<file path="config.mk">
export PLATFORM = sky130hd
export DESIGN_NAME = ultrasonic_trigger
export DESIGN_NICKNAME = d
export VERILOG_FILES = /design/src/rtl/ultrasonic_pkg.sv /design/src/rtl/echo_sync.sv /design/src/rtl/ultrasonic_trigger.sv
export SDC_FILE = /design/constraint.sdc
export NUM_CORES = 1
export LEC_CHECK = 0
export CAP_MARGIN = 20
export CORE_ASPECT_RATIO = 0.9
export CORE_MARGIN = 8
export CORE_UTILIZATION = 40
export CTS_BUF_LIST = sky130_fd_sc_hd__clkbuf_4 sky130_fd_sc_hd__clkbuf_8 sky130_fd_sc_hd__clkbuf_16
export CTS_CLUSTER_DIAMETER = 30
export DETAILED_ROUTE_END_ITERATION = 10
export PLACE_DENSITY = 0.65
export SLEW_MARGIN = 20
export SYNTH_ARGS = -nofsm -noshare
export SYNTH_HDL_FRONTEND = slang
export SYNTH_SLANG_ARGS = --single-unit
</file>
<file path="constraint.sdc">
create_clock -name clk -period 2.3 [get_ports clk]
set_clock_uncertainty 0.1 [all_clocks]
set_input_delay 0.23 -clock clk [delete_from_list [all_inputs] [get_ports clk]]
set_output_delay 0.23 -clock clk [all_outputs]
set_load 0.005 [all_outputs]
</file>
<file path="src/rtl/ultrasonic_pkg.sv">
// Shared FSM state type, 100 MHz default timing constants and a
// parameter-legality helper for the ultrasonic trigger block.
package ultrasonic_pkg;

  typedef enum logic [2:0] {
    IDLE,
    TRIG,
    WAIT_RISE,
    ECHO,
    HOLD
  } state_t;

  localparam int unsigned TRIG_CYC_DEF    = 1000;     // 10 us
  localparam int unsigned TIMEOUT_CYC_DEF = 3800000;  // 38 ms
  localparam int unsigned PERIOD_CYC_DEF  = 6000000;  // 60 ms

  function automatic bit params_ok(input int unsigned trig_cyc,
                                   input int unsigned timeout_cyc,
                                   input int unsigned period_cyc);
    return (trig_cyc >= 1) && (trig_cyc < timeout_cyc) && (timeout_cyc < period_cyc);
  endfunction

endpackage

</file>
<file path="src/rtl/echo_sync.sv">
// Two-flop synchronizer for the asynchronous echo input, with one-cycle
// rise and fall pulses derived from the synchronized level and its delayed copy.
module echo_sync (
  input  logic i_clk,
  input  logic i_reset,
  input  logic i_echo,
  output logic o_rise,
  output logic o_fall
);

  logic r_meta;
  logic r_sync;
  logic r_dly;

  always_ff @(posedge i_clk) begin
    if (i_reset) begin
      r_meta <= 1'b0;
      r_sync <= 1'b0;
      r_dly  <= 1'b0;
    end else begin
      r_meta <= i_echo;
      r_sync <= r_meta;
      r_dly  <= r_sync;
    end
  end

  assign o_rise = r_sync & ~r_dly;
  assign o_fall = ~r_sync & r_dly;

endmodule

</file>
<file path="src/rtl/ultrasonic_trigger.sv">
// Ultrasonic range-sensor sequencer: periodic trigger pulse, echo gating and
// done/timeout strobes. Define TRIG_TIMEOUT_EN to enable the echo timeout abort.
module ultrasonic_trigger
  import ultrasonic_pkg::*;
#(
  parameter int unsigned TRIG_CYC    = TRIG_CYC_DEF,
  parameter int unsigned TIMEOUT_CYC = TIMEOUT_CYC_DEF,
  parameter int unsigned PERIOD_CYC  = PERIOD_CYC_DEF
) (
  input  logic clk,
  input  logic reset,
  input  logic run,
  input  logic echo,
  output logic trig,
  output logic echo_ena,
  output logic meas_done,
  output logic timeout,
  output logic busy
);

  if (!params_ok(TRIG_CYC, TIMEOUT_CYC, PERIOD_CYC)) begin : g_param_err
    $fatal(1, "ultrasonic_trigger: need 1 <= TRIG_CYC < TIMEOUT_CYC < PERIOD_CYC");
  end

  localparam int PW = $clog2(PERIOD_CYC);
  localparam logic [PW-1:0] P_LAST = PW'(PERIOD_CYC - 1);
  localparam logic [PW-1:0] T_LAST = PW'(TRIG_CYC - 1);
`ifdef TRIG_TIMEOUT_EN
  localparam logic [PW-1:0] TO_LAST = PW'(TIMEOUT_CYC - 1);
`endif

  logic          w_rise;
  logic          w_fall;
  state_t        r_state;
  logic [PW-1:0] r_pcnt;
  logic          r_trig;
  logic          r_ena;
  logic          r_done;
  logic          r_busy;
`ifdef TRIG_TIMEOUT_EN
  logic          r_tmo;
`endif

  echo_sync u_echo_sync (
    .i_clk   (clk),
    .i_reset (reset),
    .i_echo  (echo),
    .o_rise  (w_rise),
    .o_fall  (w_fall)
  );

  // pcnt doubles as the trigger-width counter: it is cleared on every TRIG entry.
  always_ff @(posedge clk) begin
    if (reset) begin
      r_state <= IDLE;
      r_pcnt  <= '0;
      r_trig  <= 1'b0;
      r_ena   <= 1'b0;
      r_done  <= 1'b0;
      r_busy  <= 1'b0;
`ifdef TRIG_TIMEOUT_EN
      r_tmo   <= 1'b0;
`endif
    end else begin
      r_done <= 1'b0;
`ifdef TRIG_TIMEOUT_EN
      r_tmo  <= 1'b0;
`endif
      if ((r_state != IDLE) && (r_pcnt != P_LAST)) begin
        r_pcnt <= r_pcnt + PW'(1);
      end

      case (r_state)
        IDLE: begin
          if (run) begin
            r_state <= TRIG;
            r_pcnt  <= '0;
            r_trig  <= 1'b1;
            r_busy  <= 1'b1;
          end
        end
        TRIG: begin
          if (r_pcnt == T_LAST) begin
            r_state <= WAIT_RISE;
            r_trig  <= 1'b0;
          end
        end
        WAIT_RISE: begin
`ifdef TRIG_TIMEOUT_EN
          if (r_pcnt == TO_LAST) begin
            r_state <= HOLD;
            r_tmo   <= 1'b1;
          end else
`endif
          if (w_rise) begin
            r_state <= ECHO;
            r_ena   <= 1'b1;
          end
        end
        ECHO: begin
`ifdef TRIG_TIMEOUT_EN
          if (r_pcnt == TO_LAST) begin
            r_state <= HOLD;
            r_ena   <= 1'b0;
            r_tmo   <= 1'b1;
          end else
`endif
          if (w_fall) begin
            r_state <= HOLD;
            r_ena   <= 1'b0;
            r_done  <= 1'b1;
          end
        end
        HOLD: begin
          if (r_pcnt == P_LAST) begin
            if (run) begin
              r_state <= TRIG;
              r_pcnt  <= '0;
              r_trig  <= 1'b1;
            end else begin
              r_state <= IDLE;
              r_busy  <= 1'b0;
            end
          end
        end
        default: begin
          r_state <= IDLE;
          r_trig  <= 1'b0;
          r_ena   <= 1'b0;
          r_busy  <= 1'b0;
        end
      endcase
    end
  end

  assign trig      = r_trig;
  assign echo_ena  = r_ena;
  assign meas_done = r_done;
  assign busy      = r_busy;
`ifdef TRIG_TIMEOUT_EN
  assign timeout   = r_tmo;
`else
  assign timeout   = 1'b0;
`endif

endmodule
</file>
==> results.toml <==
[critical_path]
crit_arrival_ns = 2.24
timing.critical_path.max_delay_family = "simple AND/OR/NAND/NOR gates"
worst-path-max-fanout = 23
worst_path_bufs_invs = 1
delay_contributed_by_the_slowest_stage_of_the_critical_path_ns = 0.54
critPathSlowestCell = "or4_1"
kind_of_launch_point_of_the_worst_setup_path = "flip-flop"
endpoint_kind = "flip-flop"
crit_required_ns = 2.36
critPathKind = "flip-flop to flip-flop"
path_cells = "or4_1 -> or4_4 -> o21ai_2 -> a31o_2 -> buf_12 -> a21oi_1"

[global_route]
grt_overflow = 0
grt.total_usage_pct = 12.5
grt_pass1_vias = 1318
largest_net_degree_at_the_start_of_global_routing = 24
number_of_antenna_violations_at_the_first_check_in_global_routing = 0
grt_first_pass_wirelength_um = 6090

[die]
die_w_um = 82.4
initial_standard_cell_utilization_of_the_core_pct = 42.2
coreArea_mm2 = 0.00376
fp.dieArea_mm2 = 0.00624
top_level_ports = 9
floorplan.die.height_um = 75.7
standard_cell_row_count = 21

[route]
via_count = 1375
antenna_left = 0
drt-vias-per-instance = 5.68
remaining_drc_errors = 0
routed_wirelength_um = 3430
dr.first_iter.drc_count = 101
drtPass1Iterations = 4
detail_route.wl_per_cell_um = 14.2

[cells_and_area]
final_common_cell = "dfxtp_1"
antenna_cells_inserted = 0
final_cell_mix = "dfxtp_1 (33), nor2_1 (25), nand3_1 (11), nor3_1 (11)"
fin_nets = 200
layout.filler_cells = 377
multi_input_area_um2 = 861
final_layout_size_suffix_gt1_share_pct = 10.2
area_growth_pct = 14.3
ff_latch_area_um2 = 661
final_core_utilization_pct = 48.3

[timing]
rsz_0062_raised_after_global_routing = "false"
final.min_clock_period_ns = 2.17
final_hold_viol_count = 0
min_period_over_period_pct = 94.4
setup_tns_ns = 0
slew_violations = 0
finalSetupViolCount = 0
maxClockFrequency_mhz = 461

[clocking]
clock-root-buffer = "clkbuf_8"
cts_tree = "done"
cts_buffers = 5
cts_resized = 0
worst_skew_pair.late_latency_ns = 0.28
post_cts_hold_buffers = 0
clkTransAtPathRegs_ns = 0.06
deepest_level_of_the_cts_h_tree = 2
cts_setup_buffers = 0
cts-root-to-sink-buffers = 2
clock_sink_count = 33

[power]
p_leak_nw = 0.600
power_per_standard_cell_area_mw_per_mm2 = 617
ir_drop_mv = 0.452

[run_status]
run_status = "complete, no violations"

[synth]
yosysUniqueCellTypes = 39
synth_edf_count = 0
ys_warn_count = 0
yosys_most_used_dff = "dfxtp_1"
synth.ff_latch_count = 33
synth_seq_area_share_pct = 41.6
average_footprint_of_a_synthesized_cell_um2 = 8.62
synth_nets = 189
ys_async_sr_fraction_pct = 0
post_synth_instance_area_mm2 = 0.00159
post_synthesis_cell_count = 184

[hold_path]
hold_path.class = "flip-flop to flip-flop"

[placed_design]
place_hpwl_um = 2460
buffer_ports.inserted = 7
place_congestion = 0.859

[run]
cap_violations = 0
[final timing paths]
| check | to | slack, ns | depth (start not counted) | start |
|---|---|---|---|---|
| setup / recovery | r_pcnt[5] | 0.13 | 6 | r_pcnt[13] |
| setup reg to reg | r_pcnt[5] | 0.13 | 6 | r_pcnt[13] |
| hold reg to reg | u_echo_sync.r_sync | 0.35 | 1 | u_echo_sync.r_meta |
| hold / removal | u_echo_sync.r_sync | 0.35 | 1 | u_echo_sync.r_meta |
[layer usage]
layer  up-vias  share of wire, %  GRT usage [%]
li1        682                 -              -
met5         -                 0              0
met2        32                46           19.5
met1       657                47           16.1
met4         0               1.1           4.09
met3         4               5.2           3.54
[power by group]
part           internal [mW]  total, mW  switching, mW
sequential             0.582      0.594         0.0119
clock                  0.250      0.444          0.194
combinational         0.0371     0.0804         0.0433
[registers in the layout (all words and copies together) (netlist names)]
name	flops
trig	1
u_echo_sync.r_meta	1
meas_done	1
u_echo_sync.r_dly	1
echo_ena	1
r_pcnt	23
busy	1
u_echo_sync.r_sync	1
r_state	3
[layout make-up]
class,count,area share [%]
clock buffer,8,5.04
inverter,4,0.828
multi-input combinational,138,47.5
sequential,33,36.4
tap,46,3.17
timing repair buffer,13,7.04
[metrics by stage]
stage / setup WS [ns] / power, mW / cells / cell area, um^2 / hold WS (ns)
finish: 0.129 / 1.12 / 242 / 1810 / 0.355
global route: 0.0569 / 1.17 / 242 / 1810 / 0.384
CTS: 0.0413 / 1.13 / 242 / 1810 / 0.358
detailed placement: 0.0512 / 0.686 / 234 / 1720 / 0.340
global placement: 0.0843 / 0.683 / 234 / 1720 / 0.330
floorplan: 0.159 / 0.659 / 184 / 1590 / 0.258
[kinds of logic (layout without fill, tap and decap cells)]
logic type,count (synthesis),after routing,synth area share (%)
buffers and inverters,13,25,4.34
adder cells (fa/ha/maj),1,1,0.789
multiplexers,2,2,1.26
flip-flops,33,33,41.6
AND/OR/NAND/NOR,90,90,30.6
XOR/XNOR,18,18,9.94
other,1,1,0.236
AO/OA/AOI/OAI,26,26,11.2
[cells in the mapped netlist (3+ instances only)]
library cell | number | area [um^2]
nand4_1 | 6 | 37.5
xnor2_1 | 9 | 78.8
nand2_1 | 6 | 22.5
a21oi_1 | 9 | 45.0
nor4_1 | 4 | 25.0
a31oi_1 | 3 | 18.8
or4_1 | 3 | 22.5
dfxtp_1 | 33 | 661
nand4b_1 | 3 | 26.3
and3_1 | 3 | 18.8
o211ai_1 | 3 | 22.5
nor3_1 | 11 | 55.1
o21ai_0 | 5 | 25.0
nand3_1 | 11 | 55.1
clkbuf_1 | 5 | 18.8
nor2_1 | 25 | 93.8
or3_1 | 6 | 37.5
xor2_1 | 9 | 78.8
inv_1 | 4 | 15.0
(Power assumes the default switching activity.)
